==> src/rtl/id_digit_collector_pkg.sv <==
// Shared constants and FSM encoding for the ID digit collector.
package id_digit_collector_pkg;

  localparam int unsigned ID_NUM_DIGITS = 9;
  localparam int unsigned ID_DIGIT_W    = 4;
  localparam int unsigned IDX_W         = 4;
  localparam int unsigned LAST_STATE    = 8;

  typedef enum logic [1:0] {
    ST_IDLE,
    ST_COLLECT,
    ST_DONE,
    ST_ERROR
  } state_t;

endpackage

==> src/rtl/id_slot_file.sv <==
// Digit register file with valid mask, mask clear, one write port and a combinational read port.
module id_slot_file
  import id_digit_collector_pkg::*;
#(
  parameter int unsigned NUM_DIGITS = ID_NUM_DIGITS,
  parameter int unsigned DIGIT_W    = ID_DIGIT_W
) (
  input  logic                  clk,
  input  logic                  reset,
  input  logic                  clr,
  input  logic                  wr_en,
  input  logic [IDX_W-1:0]      wr_idx,
  input  logic [DIGIT_W-1:0]    wr_data,
  input  logic [IDX_W-1:0]      rd_idx,
  output logic [DIGIT_W-1:0]    rd_data,
  output logic [NUM_DIGITS-1:0] valid,
  output logic [IDX_W-1:0]      count
);

  logic [DIGIT_W-1:0]    slots [NUM_DIGITS];
  logic [NUM_DIGITS-1:0] valid_next;
  logic [IDX_W-1:0]      count_next;
  logic                  wr_ok;

  assign wr_ok = wr_en && (32'(wr_idx) < NUM_DIGITS);

  // Clear drops the whole mask before the same-cycle write re-marks its slot.
  always_comb begin
    valid_next = clr ? '0 : valid;
    if (wr_ok) valid_next[wr_idx] = 1'b1;
    count_next = '0;
    for (int i = 0; i < NUM_DIGITS; i++) begin
      count_next = count_next + IDX_W'(valid_next[i]);
    end
  end

  always_ff @(posedge clk) begin
    if (reset) begin
      for (int i = 0; i < NUM_DIGITS; i++) slots[i] <= '0;
      valid <= '0;
      count <= '0;
    end else begin
      if (wr_ok) slots[wr_idx] <= wr_data;
      valid <= valid_next;
      count <= count_next;
    end
  end

  always_comb begin
    rd_data = '0;
    if ((32'(rd_idx) < NUM_DIGITS) && valid[rd_idx]) rd_data = slots[rd_idx];
  end

endmodule

==> src/rtl/id_digit_collector.sv <==
// Captures the per-state digits of an upstream 0..8 Mealy counter and flags completion or sequencing errors.
module id_digit_collector
  import id_digit_collector_pkg::*;
#(
  parameter int unsigned NUM_DIGITS = ID_NUM_DIGITS,
  parameter int unsigned DIGIT_W    = ID_DIGIT_W
) (
  input  logic                  clk,
  input  logic                  reset,
  input  logic                  data_in,
  input  logic [DIGIT_W-1:0]    student_id,
  input  logic [IDX_W-1:0]      currentstate,
  input  logic [IDX_W-1:0]      rd_sel,
  output logic [DIGIT_W-1:0]    rd_digit,
  output logic [NUM_DIGITS-1:0] valid_mask,
  output logic [IDX_W-1:0]      digit_count,
  output logic                  advance_pulse,
  output logic                  id_complete,
  output logic                  seq_error
);

  localparam logic [IDX_W-1:0] LAST_IDX = IDX_W'(LAST_STATE);

  state_t           state, state_next;
  logic [IDX_W-1:0] prev_state;
  logic             wr_en, clr, adv_next;
  logic             in_range, same_state, step_up, at_zero, capture, fills_last;

  assign in_range   = currentstate <= LAST_IDX;
  assign same_state = currentstate == prev_state;
  assign step_up    = currentstate == (prev_state + IDX_W'(1));
  assign at_zero    = currentstate == '0;
  assign capture    = !data_in;
  assign fills_last = (currentstate == LAST_IDX) && (&valid_mask[NUM_DIGITS-2:0]);

  always_comb begin
    state_next = state;
    wr_en      = 1'b0;
    clr        = 1'b0;
    adv_next   = 1'b0;
    unique case (state)
      ST_IDLE: begin
        if (at_zero && capture) begin
          wr_en      = 1'b1;
          state_next = ST_COLLECT;
        end
      end
      ST_COLLECT: begin
        if (!in_range) begin
          state_next = ST_ERROR;
        end else if (same_state || step_up) begin
          adv_next = step_up;
          wr_en    = capture;
          if (capture && fills_last) state_next = ST_DONE;
        end else if (at_zero) begin
          // Upstream counter restarted: begin a fresh ID, not an error.
          clr   = 1'b1;
          wr_en = capture;
        end else begin
          state_next = ST_ERROR;
        end
      end
      ST_DONE: begin
        if (same_state) begin
          state_next = ST_DONE;
        end else if (at_zero && (prev_state == LAST_IDX)) begin
          adv_next   = 1'b1;
          clr        = 1'b1;
          wr_en      = capture;
          state_next = ST_COLLECT;
        end else begin
          state_next = ST_ERROR;
        end
      end
      ST_ERROR: begin
        if (at_zero && capture) begin
          clr        = 1'b1;
          wr_en      = 1'b1;
          state_next = ST_COLLECT;
        end
      end
      default: state_next = ST_IDLE;
    endcase
  end

  always_ff @(posedge clk) begin
    if (reset) begin
      state         <= ST_IDLE;
      prev_state    <= '0;
      advance_pulse <= 1'b0;
      id_complete   <= 1'b0;
      seq_error     <= 1'b0;
    end else begin
      state         <= state_next;
      prev_state    <= currentstate;
      advance_pulse <= adv_next;
      id_complete   <= state_next == ST_DONE;
      seq_error     <= state_next == ST_ERROR;
    end
  end

  id_slot_file #(
    .NUM_DIGITS (NUM_DIGITS),
    .DIGIT_W    (DIGIT_W)
  ) u_slots (
    .clk     (clk),
    .reset   (reset),
    .clr     (clr),
    .wr_en   (wr_en),
    .wr_idx  (currentstate),
    .wr_data (student_id),
    .rd_idx  (rd_sel),
    .rd_data (rd_digit),
    .valid   (valid_mask),
    .count   (digit_count)
  );

endmodule

==> config.mk <==
export PLATFORM = sky130hd
export DESIGN_NAME = id_digit_collector
export DESIGN_NICKNAME = d
export VERILOG_FILES = /design/src/rtl/id_digit_collector_pkg.sv /design/src/rtl/id_slot_file.sv /design/src/rtl/id_digit_collector.sv
export SDC_FILE = /design/constraint.sdc
export NUM_CORES = 1
export LEC_CHECK = 0
export BUFFER_PORTS_ARGS = -buffer_cell sky130_fd_sc_hd__buf_2
export CAP_MARGIN = 15
export CORE_MARGIN = 2
export CORE_UTILIZATION = 50
export CTS_CLUSTER_DIAMETER = 80
export CTS_CLUSTER_SIZE = 12
export DETAILED_ROUTE_END_ITERATION = 8
export HOLD_SLACK_MARGIN = 0.02
export PLACE_DENSITY = 0.69
export SYNTH_ARGS = -nofsm -noshare
export SYNTH_HDL_FRONTEND = slang
export SYNTH_SLANG_ARGS = --single-unit
==> constraint.sdc <==
create_clock -name clk -period 5.95 [get_ports clk]
set_input_delay 0.8925 -clock clk [delete_from_list [all_inputs] [get_ports clk]]
set_output_delay 0.8925 -clock clk [all_outputs]
set_load 0.01 [all_outputs]
# Word-level counts from Yosys, hierarchy flattened
# Memories as Yosys holds them, arrays and structs flattened.
# Index checks and enable logic that the tools add are counted.
# classes
n_addsub	9
n_lt_le_gt_ge	6
n_eq_ne	9
mux	39
n_bitwise	1
reduce_logical	14
# ops
cell	count
4-bit by 1-bit adder with 4-bit output	7
1-bit two-way mux	21
9-bit two-way mux	2
2-bit two-way mux	7
4-bit two-way mux	3
4-bit by 5-bit less-than comparator with 1-bit output, second input constant	2
9-bit bitwise OR	1
2-bit == test, second input constant	4
4-bit == test	2
4-bit == test, second input constant	2
4-bit less-than comparator, second input constant	2
8-bit AND reduction	1
1-bit logical AND	7
1-bit one-hot mux with 3 select lines	2
2-bit one-hot mux with 3 select lines	1
4-bit by 1-bit adder with 4-bit output, second input constant	1
1-bit binary-select mux with 4-bit select	1
1-bit demux with 4-bit select	1
4-bit by 1-bit >= comparator with 1-bit output, second input constant	1
4-bit <= comparator, second input constant	1
4-bit logical NOT	1
4-bit OR reduction	1
1-bit by 1-bit adder with 2-bit output	1
2-bit by 1-bit == test with 1-bit output, second input constant	1
5 further kinds	5
# word_totals
ff_bits	22
ram_bits	36
input_bits	15
output_inout_bits	20
wordCells	86
mem_count	1
# memory_table
name	depth	word_bits	read_ports	rd_ports_with_merged_regs	wr	line_no	rtl
u_slots.slots	9	4	1	0	9	id_slot_file.sv:20	logic [DIGIT_W-1:0] slots [NUM_DIGITS];

# Depth between registers and ports, before layout
# Gate-level depths: netlist of run 1.
# depth
ltp_word	17
mapped_depth	19
mapped_depth_nobuf	17

# Modules after synthesis
# Synthesis of run 1 repeated with hierarchy kept, for this count alone.
# unflattened
cells_unflattened	320
area_unflattened_um2	4217.8
# by_module_without_submodules
mod	n_inst	cells_each	area_per_inst_um2	seq_area_each_um2
id_slot_file	1	246	3588.4	2182.1
id_digit_collector	1	74	629.4	180.2

# Least setup slack after synthesis of run 1
# Ideal clock, no wire load.
# synth_timing
kind	in2reg
startpoint	input port currentstate[2]
endpoint	register u_slots.count[2]
setup_time_ns	0.128
arrival_ns	5.251
required_time_ns	5.822
path_slack_ns	0.571
path_stages	18
path_buffers	3
path_cell_list	buf_2 xor3_1 or3b_1 buf_2 o211ai_4 nand3_4 buf_6 o2bb2ai_1 ha_1 fa_1 fa_1 inv_1 fa_1 inv_1 ha_1 fa_1 xnor2_1 nor2_1
# synth_via
elab_chain_len	16
word_cells_on_any_way	38
classes_between	add/sub: 8; order compare: 4; eq/ne: 2; mux: 17; bitwise: 1; reduce/logical: 6
# synth_rtl
item	line_no	rtl
start: declaration	id_digit_collector.sv:12	input logic [IDX_W-1:0] currentstate,
4-bit logical NOT, or another cell as far along	id_digit_collector.sv:32	assign at_zero = currentstate == '0;
1-bit two-way mux, or another cell as far along	id_digit_collector.sv:55	end else if (at_zero) begin
1-bit two-way mux (on tied branches)	id_digit_collector.sv:51, id_digit_collector.sv:66	
1-bit two-way mux (on tied branches)	id_digit_collector.sv:49, id_digit_collector.sv:64	
1-bit one-hot mux with 3 select lines	id_digit_collector.sv:41	unique case (state)
9-bit two-way mux	id_slot_file.sv:29	valid_next = clr ? '0 : valid;
9-bit bitwise OR (no line)	n/a	
9-bit two-way mux *	id_slot_file.sv:30	if (wr_ok) valid_next[wr_idx] = 1'b1;
named net u_slots.valid_next[1]	id_slot_file.sv:21	logic [NUM_DIGITS-1:0] valid_next;
1-bit by 1-bit adder with 2-bit output *	id_slot_file.sv:33	count_next = count_next + IDX_W'(valid_next[i]);
4-bit by 1-bit adder with 4-bit output * (7 in series)	id_slot_file.sv:33	
end signal: assignment	id_slot_file.sv:45	count <= count_next;
end: declaration	id_slot_file.sv:17	output logic [IDX_W-1:0] count
# Mark *: on every way through the listed nets, which the timed path passes. The rest lies on a longest branch.
# A chain may end at the register's enable or synchronous reset.

# Worst setup path after layout of run 1
# Same ends and word-level chain as after synthesis.

==> results of run 1 <==
worst min path at each step:
stage               slack (ns)                           to                   startpoint
floorplan                 0.52  u_slots.valid[8]$_SDFF_PP0_  u_slots.valid[8]$_SDFF_PP0_
global placement          0.52  u_slots.valid[7]$_SDFF_PP0_  u_slots.valid[7]$_SDFF_PP0_
detailed placement        0.52  u_slots.valid[5]$_SDFF_PP0_  u_slots.valid[5]$_SDFF_PP0_
CTS                       0.54  u_slots.valid[5]$_SDFF_PP0_  u_slots.valid[5]$_SDFF_PP0_
global route              0.58  u_slots.valid[5]$_SDFF_PP0_  u_slots.valid[5]$_SDFF_PP0_
finish                    0.55  u_slots.valid[5]$_SDFF_PP0_  u_slots.valid[5]$_SDFF_PP0_
registers in the layout, indices dropped and copies added, names as in the netlist:
name	cells
seq_error	1
id_complete	1
state	2
u_slots.slots	64
prev_state	4
advance_pulse	1
u_slots.count	4
u_slots.valid	9
power by group through the flow:
stage          clock [mW]  combinational (mW)  sequential (mW)
2_1_floorplan           0               0.184            0.715
3_3_place_gp            0               0.235            0.715
3_5_place_dp            0               0.240            0.718
4_1_cts             0.382               0.241            0.704
5_1_grt             0.410               0.270            0.708
6_report            0.375               0.241            0.704
cells in the final DEF (no fill, tap or decap), drive strengths merged, types with 2 or more instances in the layout:
master and instances:
o21ai 8, mux4 22, a31oi 2, and3 5, o2bb2ai 3, o32ai 2, xnor2 6, a21o 2
nor3b 5, dfxtp 22, fa 5, nor4 3, buf 36, ha 12, clkinv 3, a211oi 3
or2 2, nor3 6, inv 16, clkbuf 10, nor2 32, o211ai 3, edfxtp 64, nor4b 2
a21oi 12, nand2 25, nand3 12, and2 7, nand4 8, nor2b 11, conb 28, clkinvlp 2
nand2b 3, o211a 2
per-layer routing:
layer  vias to the layer above  share of wire  GRT usage
li1                       1342              -          -
met1                      1377           0.43      0.281
met2                        95           0.50      0.344
met3                        20          0.047     0.0403
met4                         0          0.019     0.0693
met5                         -              0          0
cell families (layout without fill, tap and decap cells):
group / after synthesis / in the layout
adders and majority gates: 17 / 17
other: 1 / 28
buffers and inverters: 33 / 67
and+or+nand+nor: 127 / 127
muxes: 22 / 22
AOI/OAI and AO/OA: 42 / 42
xor gates and xnor gates: 8 / 8
DFF: 86 / 86
final cells by class:
type                    count  area (um^2)  area share
clock buffers              10          128      0.0263
clock inverters             6         46.3     0.00955
inverters                  15         56.3      0.0116
multi-input cells         244         1940       0.400
flip-flops and latches     86         2360       0.487
well taps                 105          131      0.0271
repair buffers             36          185      0.0382
stage by stage:
step | power [mW] | hold WS [ns] | setup WS (ns) | instance area, um^2
3_3_place_gp | 0.951 | 0.518 | 0.415 | 4670
3_5_place_dp | 0.958 | 0.522 | 0.317 | 4670
5_1_grt | 1.39 | 0.576 | 0.425 | 4850
2_1_floorplan | 0.899 | 0.520 | 0.571 | 4440
6_report | 1.32 | 0.554 | 0.703 | 4850
4_1_cts | 1.33 | 0.542 | 0.709 | 4850
worst max-delay path: stages:
cell	delay [ns]
buf_2	0.17
xor3_1	0.45
or3b_1	0.49
o211a_1	0.26
o21ai_0	0.36
o2bb2ai_1	0.17
ha_1	0.26
fa_1	0.49
fa_1	0.51
inv_1	0.05
fa_1	0.52
inv_1	0.04
ha_1	0.20
fa_1	0.38
xnor2_1	0.16
nor2_1	0.05
==> results.yml, run 1 <==
run_status:
  status: "finished, final reports clean"
cells_and_area:
  drive_gt1_frac: 0.214
  area_delta_synth_final_pct: 11.8
  diodes: 0
  nNetsFinal: 424
  fin_util: 0.584
  fillers: 694
  fin_cells: 502
yosys:
  synth_compound_area_frac: 0.0675
  synthArstFlopShare: 0
  syn_inst: 336
  synth-simple-area-share: 0.164
  avgSynthCellArea_um2: 12.9
  yosysWarnings: 0
  synth_top_family_by_area: "simple AND/OR/NAND/NOR gates"
  yosys.area_share.adder: 0.0577
  synth_area_leader_cell: "edfxtp_1"
  syn-cell-area_mm2: 0.00434
  synth-edff-count: 64
  synth-xor-area-share: 0.0196
  ys_seq_area_frac: 0.545
  yosysTopAreaCellShare: 0.443
  synth.most_common_cell: "edfxtp_1"
  synth-seq-cells: 86
  synth_mux_area_frac: 0.114
  synth_common_cells: "edfxtp_1 (64), nor2_1 (32), nand2_1 (25), dfxtp_1 (22), mux4_2 (22)"
  synth_area_leaders: "edfxtp_1 (44%), mux4_2 (11%), dfxtp_1 (10%)"
  synth_cell_types: 53
  synth_top_flop_cell: "edfxtp_1"
hold_path:
  min_path_type: "reg -> reg"
  hold_path_depth: 2
placed_design:
  io_buffers: 34
  gp_congestion: 0.873
  placed_cells: 486
  place_hpwl_um: 6600
power_and_ir_drop:
  power.switching_mw: 0.383
  clkPwrFrac: 0.284
  pwr-share-comb: 0.183
  pwr-share-seq: 0.533
  p_per_area_mw_per_mm2: 272
  internal_power_mw: 0.937
  sw_frac_of_total: 0.290
  p_leak_nw: 1.90
  ir_worst_vdd_v: 0.000193
worst_setup_path:
  reg2regPathDepth: 16
  r2r-end: "u_slots.count[2]$_SDFF_PP0_"
  crit_type: "in -> reg"
  cp-start-kind: "input port"
  startpoint: "currentstate[2]"
  end_kind: "flip-flop"
  crit_fanout: 9
  worstPathRequired_ns: 6.17
  crit_path_end: "u_slots.count[2]$_SDFF_PP0_"
  rrSetupSlack_ns: 0.90
  r2r-start: "prev_state[0]$_SDFF_PP0_"
  worstPathArrival_ns: 5.47
timing:
  fin_skew_ns: 0.0151
  fmax_mhz: 191
  final_max_slew_viol_count: 0
  min_period_ns: 5.25
  fin_crit_sh: 0.882
  relSlewSlack: 0.316
  setup_viol: 0
  worst_pin_slew_ns: 1.01
  setup_tns_ns: 0
  hold_viol: 0
  rsz0062_at_grt: "false"
route:
  antenna_left: 0
  routed_wl_um: 9330
  firstDrtPassIters: 5
  drt_drc_violations_left: 0
  drtIter0Drc: 256
  via_per_inst: 5.65
  wl_per_cell_um: 18.6
  vias: 2834
global_routing:
  grt_pass1_vias: 2838
  grt_remaining_overflow: 0
  antenna_found_initial: 0
  grt_usage: 0.209
  grt_pass1_wl_um: 15200
  grt_start_max_net_pins: 28
clock_network:
  clk_pin_slew_ns: 0.08
  numClockSinks: 86
  cts_tree: "yes"
  numCtsBuffers: 9
  root_buffer: "clkbuf_8"
  cts_resized: 0
  cts_htree_levels: 3
  holdBufCountCts: 0
  clockBufferDepth: 2
  insertion_delay_ns: 0.36
  cts_setup_buffers: 0
floorplanning:
  rows: 33
  die_x_um: 97.1
  num_io_pins: 35
  die_y_um: 97.1
  die-area_mm2: 0.00944
  initial_core_util: 0.523
  core_mm2: 0.00830
job:
  max_cap_viol_count: 0
(Power assumes the default switching activity.)
==> inputs of run 2 (changes only) <==
--- a/config.mk
+++ b/config.mk
@@ -5,15 +5,15 @@
 export SDC_FILE = /design/constraint.sdc
 export NUM_CORES = 1
 export LEC_CHECK = 0
-export BUFFER_PORTS_ARGS = -buffer_cell sky130_fd_sc_hd__buf_2
 export CAP_MARGIN = 15
 export CORE_MARGIN = 2
-export CORE_UTILIZATION = 50
+export CORE_UTILIZATION = 35
 export CTS_CLUSTER_DIAMETER = 80
 export CTS_CLUSTER_SIZE = 12
 export DETAILED_ROUTE_END_ITERATION = 8
+export DONT_BUFFER_PORTS = 1
 export HOLD_SLACK_MARGIN = 0.02
-export PLACE_DENSITY = 0.69
+export PLACE_DENSITY = 0.5
 export SYNTH_ARGS = -nofsm -noshare
 export SYNTH_HDL_FRONTEND = slang
 export SYNTH_SLANG_ARGS = --single-unit
==> results.yml, run 2 (synthesized netlist as in run 1, its figures left out) <==
clock_network:
  cts_resized: 0
  holdBufCountCts: 0
  root_buffer: "clkbuf_16"
  cts_htree_levels: 3
  clockBufferDepth: 2
  cts_tree: "yes"
  cts_setup_buffers: 0
  clk_pin_slew_ns: 0.07
  numClockSinks: 86
  insertion_delay_ns: 0.34
  numCtsBuffers: 9
job:
  max_cap_viol_count: 0
power_and_ir_drop:
  p_per_area_mw_per_mm2: 311
  p_leak_nw: 1.79
  ir_worst_vdd_v: 0.000139
placed_design:
  postPlaceCellArea_mm2: 0.00457
  placed_cells: 513
  place_hpwl_um: 6920
  io_buffers: 0
  gp_congestion: 0.856
  dpl_worst_slack_ns: 0.563
route:
  antenna_left: 0
  routed_wl_um: 9700
  wl_per_cell_um: 18.3
  drt_drc_violations_left: 0
  drtIter0Drc: 190
  vias: 2731
  firstDrtPassIters: 4
  via_per_inst: 5.16
worst_setup_path:
  worstPathRequired_ns: 6.19
  crit_chain: "inv_1 -> ha_1 -> xnor2_1 -> or3b_1 -> o211a_1 -> o21ai_0 -> o2bb2ai_1 -> ha_1 -> fa_1 -> fa_1 -> inv_1 -> fa_1 -> inv_1 -> ha_1 -> fa_1 -> xnor2_1 -> nor2_1"
  crit_fanout: 6
  end_kind: "flip-flop"
  cp-start-kind: "flip-flop"
  worstPathArrival_ns: 5.29
  critPathMostFrequentCell: "fa_1"
  max_stage_delay_ns: 0.52
  slowest_stage: "fa_1"
  crit_type: "reg -> reg"
floorplanning:
  die_x_um: 115
  die-area_mm2: 0.0133
  initial_core_util: 0.360
  num_io_pins: 35
  rows: 40
  die_y_um: 115
  core_mm2: 0.0121
cells_and_area:
  final_common_cell: "edfxtp_1"
  fin_cells: 529
  final_cell_mix: "edfxtp_1 (64), nor2_1 (32), conb_1 (28), nand2_1 (25)"
  area_delta_synth_final_pct: 12.6
  area.sequential_mm2: 0.00236
  fillers: 1149
  largest_reg_flops: 64
  drive_gt1_frac: 0.136
  multi_input_area_mm2: 0.00194
  design_area_mm2: 0.00488
  largestRegisters: "u_slots.slots x64, u_slots.valid x9"
  diodes: 0
  nNetsFinal: 388
  largest_register: "u_slots.slots"
run_status:
  status: "finished, final reports clean"
global_routing:
  grt_start_max_net_pins: 28
  grt_usage: 0.160
  grt_pass1_wl_um: 15700
  grt_pass1_vias: 2820
  antenna_found_initial: 0
  grt_remaining_overflow: 0
timing:
  fin_crit_sh: 0.849
  setup_viol: 0
  setup_tns_ns: 0
  final_max_slew_viol_count: 0
  setup_ws_ns: 0.896
  fin_skew_ns: 0.00865
  hold_viol: 0
  rsz0062_at_grt: "false"
  min_period_ns: 5.05
  worst_pin_slew_ns: 1.07
  relSlewSlack: 0.282
  fmax_mhz: 198
hold_path:
  min_path_type: "reg -> reg"
-- run 2: layout make-up --
class                           count  area share
Sequential cell                    86       0.484
Inverter                           15      0.0115
Clock inverter                      6      0.0177
Clock buffer                       10      0.0469
Multi-Input combinational cell    244       0.397
Tap cell                          168      0.0430
-- run 2: where the power goes --
group	leakage [nW]	switching, mW	total (mW)	internal, mW
logic	0.812	0.120	0.208	0.0879
clock network	0.152	0.234	0.601	0.367
registers	0.825	0.0234	0.710	0.686
total	1.79	0.377	1.52	1.14
-- run 2: stage by stage --
stage	hold slack (ns)	utilization	power, mW
2_1_floorplan	0.520	-	0.899
5_1_grt	0.605	0.405	1.58
3_3_place_gp	0.566	0.379	0.926
6_report	0.567	0.405	1.52
4_1_cts	0.572	0.405	1.53
3_5_place_dp	0.558	0.379	0.929
-- run 2: critical path, delay by kind of cell (launching register included) --
family                   cells  cell delay [ns]
buffers and inverters        3             0.15
AO/OA/AOI/OAI                3             0.83
XOR/XNOR                     2             0.36
flip-flops                   1             0.39
adder cells (fa/ha/maj)      7             2.64
AND/OR/NAND/NOR              2             0.56
-- run 2: final timing paths --
| kind | from | end | slack [ns] | depth (start not counted) |
|---|---|---|---|---|
| min reg2reg | u_slots.valid[7]$_SDFF_PP0_ | u_slots.valid[7]$_SDFF_PP0_ | 0.57 | 2 |
| max reg2reg | prev_state[0]$_SDFF_PP0_ | u_slots.count[2]$_SDFF_PP0_ | 0.90 | 17 |
| min | u_slots.valid[7]$_SDFF_PP0_ | u_slots.valid[7]$_SDFF_PP0_ | 0.57 | 2 |
| max | prev_state[0]$_SDFF_PP0_ | u_slots.count[2]$_SDFF_PP0_ | 0.90 | 17 |
-- run 2: per-layer routing --
layer,wire length [um],vias to the layer above,track usage,share of wire
met4,132,0,0.0578,0.014
met5,0,-,0,0
met2,4850,76,0.267,0.50
met1,4190,1377,0.204,0.43
met3,537,10,0.0395,0.055
li1,-,1268,-,-
==> inputs of run 3 (changes only) <==
--- a/config.mk
+++ b/config.mk
@@ -13,7 +13,7 @@
 export DETAILED_ROUTE_END_ITERATION = 8
 export DONT_BUFFER_PORTS = 1
 export HOLD_SLACK_MARGIN = 0.02
-export PLACE_DENSITY = 0.5
+export PLACE_DENSITY = 0.52
 export SYNTH_ARGS = -nofsm -noshare
 export SYNTH_HDL_FRONTEND = slang
 export SYNTH_SLANG_ARGS = --single-unit
==> constraint.sdc (replaced) <==
create_clock -name clk -period 4.06 [get_ports clk]
set_input_delay 0.609 -clock clk [delete_from_list [all_inputs] [get_ports clk]]
set_output_delay 0.609 -clock clk [all_outputs]
set_load 0.01 [all_outputs]
==> results.yml, run 3 (synthesized netlist as in run 1, its figures left out) <==
global_routing:
  grt_pass1_wl_um: 16100
  antenna_found_initial: 0
  grt_pass1_vias: 3049
  grt_start_max_net_pins: 28
  grt_remaining_overflow: 0
  grt_usage: 0.163
timing:
  worst_pin_slew_ns: 0.920
  final_max_slew_viol_count: 0
  fmax_mhz: 229
  setup_viol: 3
  setup_ws_ns: -0.306
  fin_crit_sh: 1.08
  setup_tns_ns: -0.727
  fin_skew_ns: 0.00573
  hold_viol: 0
  min_period_ns: 4.37
  relSlewSlack: 0.381
  rsz0062_at_grt: "true"
route:
  firstDrtPassIters: 4
  drt_drc_violations_left: 0
  dr_wl_met2_um: 4910
  met3WireLength_um: 485
  via_per_inst: 4.94
  vias: 2872
  wl_met1_um: 4350
  antenna_left: 0
  routed_wl_um: 9890
  drtIter0Drc: 145
  wl_per_cell_um: 17.0
  top_layer: "met4"
run_status:
  violations: "setup timing"
  status: "complete, but fails checks"
worst_setup_path:
  crit_chain: "inv_2 -> ha_4 -> xnor2_2 -> or3b_4 -> o211a_4 -> o21ai_4 -> a21o_1 -> ha_1 -> fa_1 -> fa_1 -> inv_1 -> fa_1 -> inv_2 -> ha_4 -> fa_2 -> nor2b_1"
  max_stage_delay_ns: 0.51
  r2r-start: "prev_state[1]$_SDFF_PP0_"
  critPathTopFamily: "adder cells"
  cp-start-kind: "flip-flop"
  end_kind: "flip-flop"
  worstPathRequired_ns: 4.34
  reg2regPathDepth: 16
  worstPathArrival_ns: 4.64
  slowest_stage: "fa_2"
  cp_num_cells: 16
  startpoint: "prev_state[1]$_SDFF_PP0_"
  crit_fanout: 4
  crit_type: "reg -> reg"
  r2r-end: "u_slots.count[1]$_SDFF_PP0_"
  critPathMostFrequentCell: "fa_1"
  crit_buf_inv: 3
  crit_path_end: "u_slots.count[1]$_SDFF_PP0_"
  rrSetupSlack_ns: -0.31
cells_and_area:
  final_cell_mix: "edfxtp_1 (64), buf_4 (51), nor2_1 (32), conb_1 (28), nand2_1 (25)"
  design_area_mm2: 0.00531
  final_common_cell: "edfxtp_1"
  diodes: 0
  area_delta_synth_final_pct: 22.4
  area.sequential_mm2: 0.00237
  largestRegisters: "u_slots.slots x64, u_slots.valid x9"
  largest_register: "u_slots.slots"
  nNetsFinal: 440
  fillers: 1135
  drive_gt1_frac: 0.281
  largest_reg_flops: 64
  multi_input_area_mm2: 0.00202
floorplanning:
  core_mm2: 0.0121
  die_y_um: 115
  die_x_um: 115
  num_io_pins: 35
  rows: 40
  die-area_mm2: 0.0133
  initial_core_util: 0.360
clock_network:
  clockBufferDepth: 2
  cts_tree: "yes"
  cts_htree_levels: 3
  holdBufCountCts: 0
  numCtsBuffers: 9
  numClockSinks: 86
  insertion_delay_ns: 0.34
  root_buffer: "clkbuf_16"
  clk_pin_slew_ns: 0.06
placed_design:
  place_hpwl_um: 6970
  dpl_worst_slack_ns: -0.553
  io_buffers: 0
  postPlaceCellArea_mm2: 0.00484
  gp_congestion: 0.819
job:
  max_cap_viol_count: 0
power_and_ir_drop:
  ir_worst_vdd_v: 0.000263
  p_per_area_mw_per_mm2: 414
  p_leak_nw: 2.00
hold_path:
  min_path_type: "in -> reg"
[run 3: cell count changes in the layout (fill, tap and decap cells not counted), moves of 3 or more]
cell / change
dfxtp_1: -3
inv_1: -4
inv_2: +4
dfxtp_2: +3
buf_4: +51
[run 3: final cells by class]
cell class / instances / share of cell area
Sequential cell: 86 / 0.446
Multi-Input combinational cell: 244 / 0.380
Timing Repair Buffer: 52 / 0.0742
Clock buffer: 10 / 0.0431
Tap cell: 168 / 0.0396
Inverter: 15 / 0.0106
Clock inverter: 6 / 0.00707
[run 3: power by group]
group | total, mW | leakage, nW | internal, mW | switching [mW]
Combinational | 0.418 | 1.05 | 0.208 | 0.210
Clock | 0.747 | 0.128 | 0.412 | 0.335
Sequential | 1.03 | 0.826 | 1.01 | 0.0268
[run 3: per-layer routing]
metal,global-route usage,vias to the layer above
li1,-,1374
met1,0.208,1416
met3,0.0490,13
met2,0.267,69
met4,0.0466,0
met5,0,-
[run 3: per-stage QoR]
stage / util / power (mW) / cells / hold slack [ns]
floorplan: - / 1.34 / 363 / 0.520
global placement: 0.401 / 1.43 / 545 / 0.558
detailed placement: 0.401 / 1.44 / 545 / 0.561
CTS: 0.438 / 2.22 / 580 / 0.317
global route: 0.440 / 2.30 / 581 / 0.320
finish: 0.440 / 2.20 / 581 / 0.335
[run 3: worst min path at each step]
stage	slack, ns	end	start	cells past startpoint
global placement	0.56	u_slots.valid[7]$_SDFF_PP0_	u_slots.valid[7]$_SDFF_PP0_	2
finish	0.34	prev_state[2]$_SDFF_PP0_	reset	1
floorplan	0.52	u_slots.valid[8]$_SDFF_PP0_	u_slots.valid[8]$_SDFF_PP0_	2
detailed placement	0.56	u_slots.valid[7]$_SDFF_PP0_	u_slots.valid[7]$_SDFF_PP0_	2
CTS	0.32	prev_state[0]$_SDFF_PP0_	reset	1
global route	0.32	prev_state[2]$_SDFF_PP0_	reset	1
[run 3: repair_timing]
item                       CTS  global route
setup endpoints to repair    4             4
setup buffers               19             1
pin swaps                    7             1
resized for setup           10             4
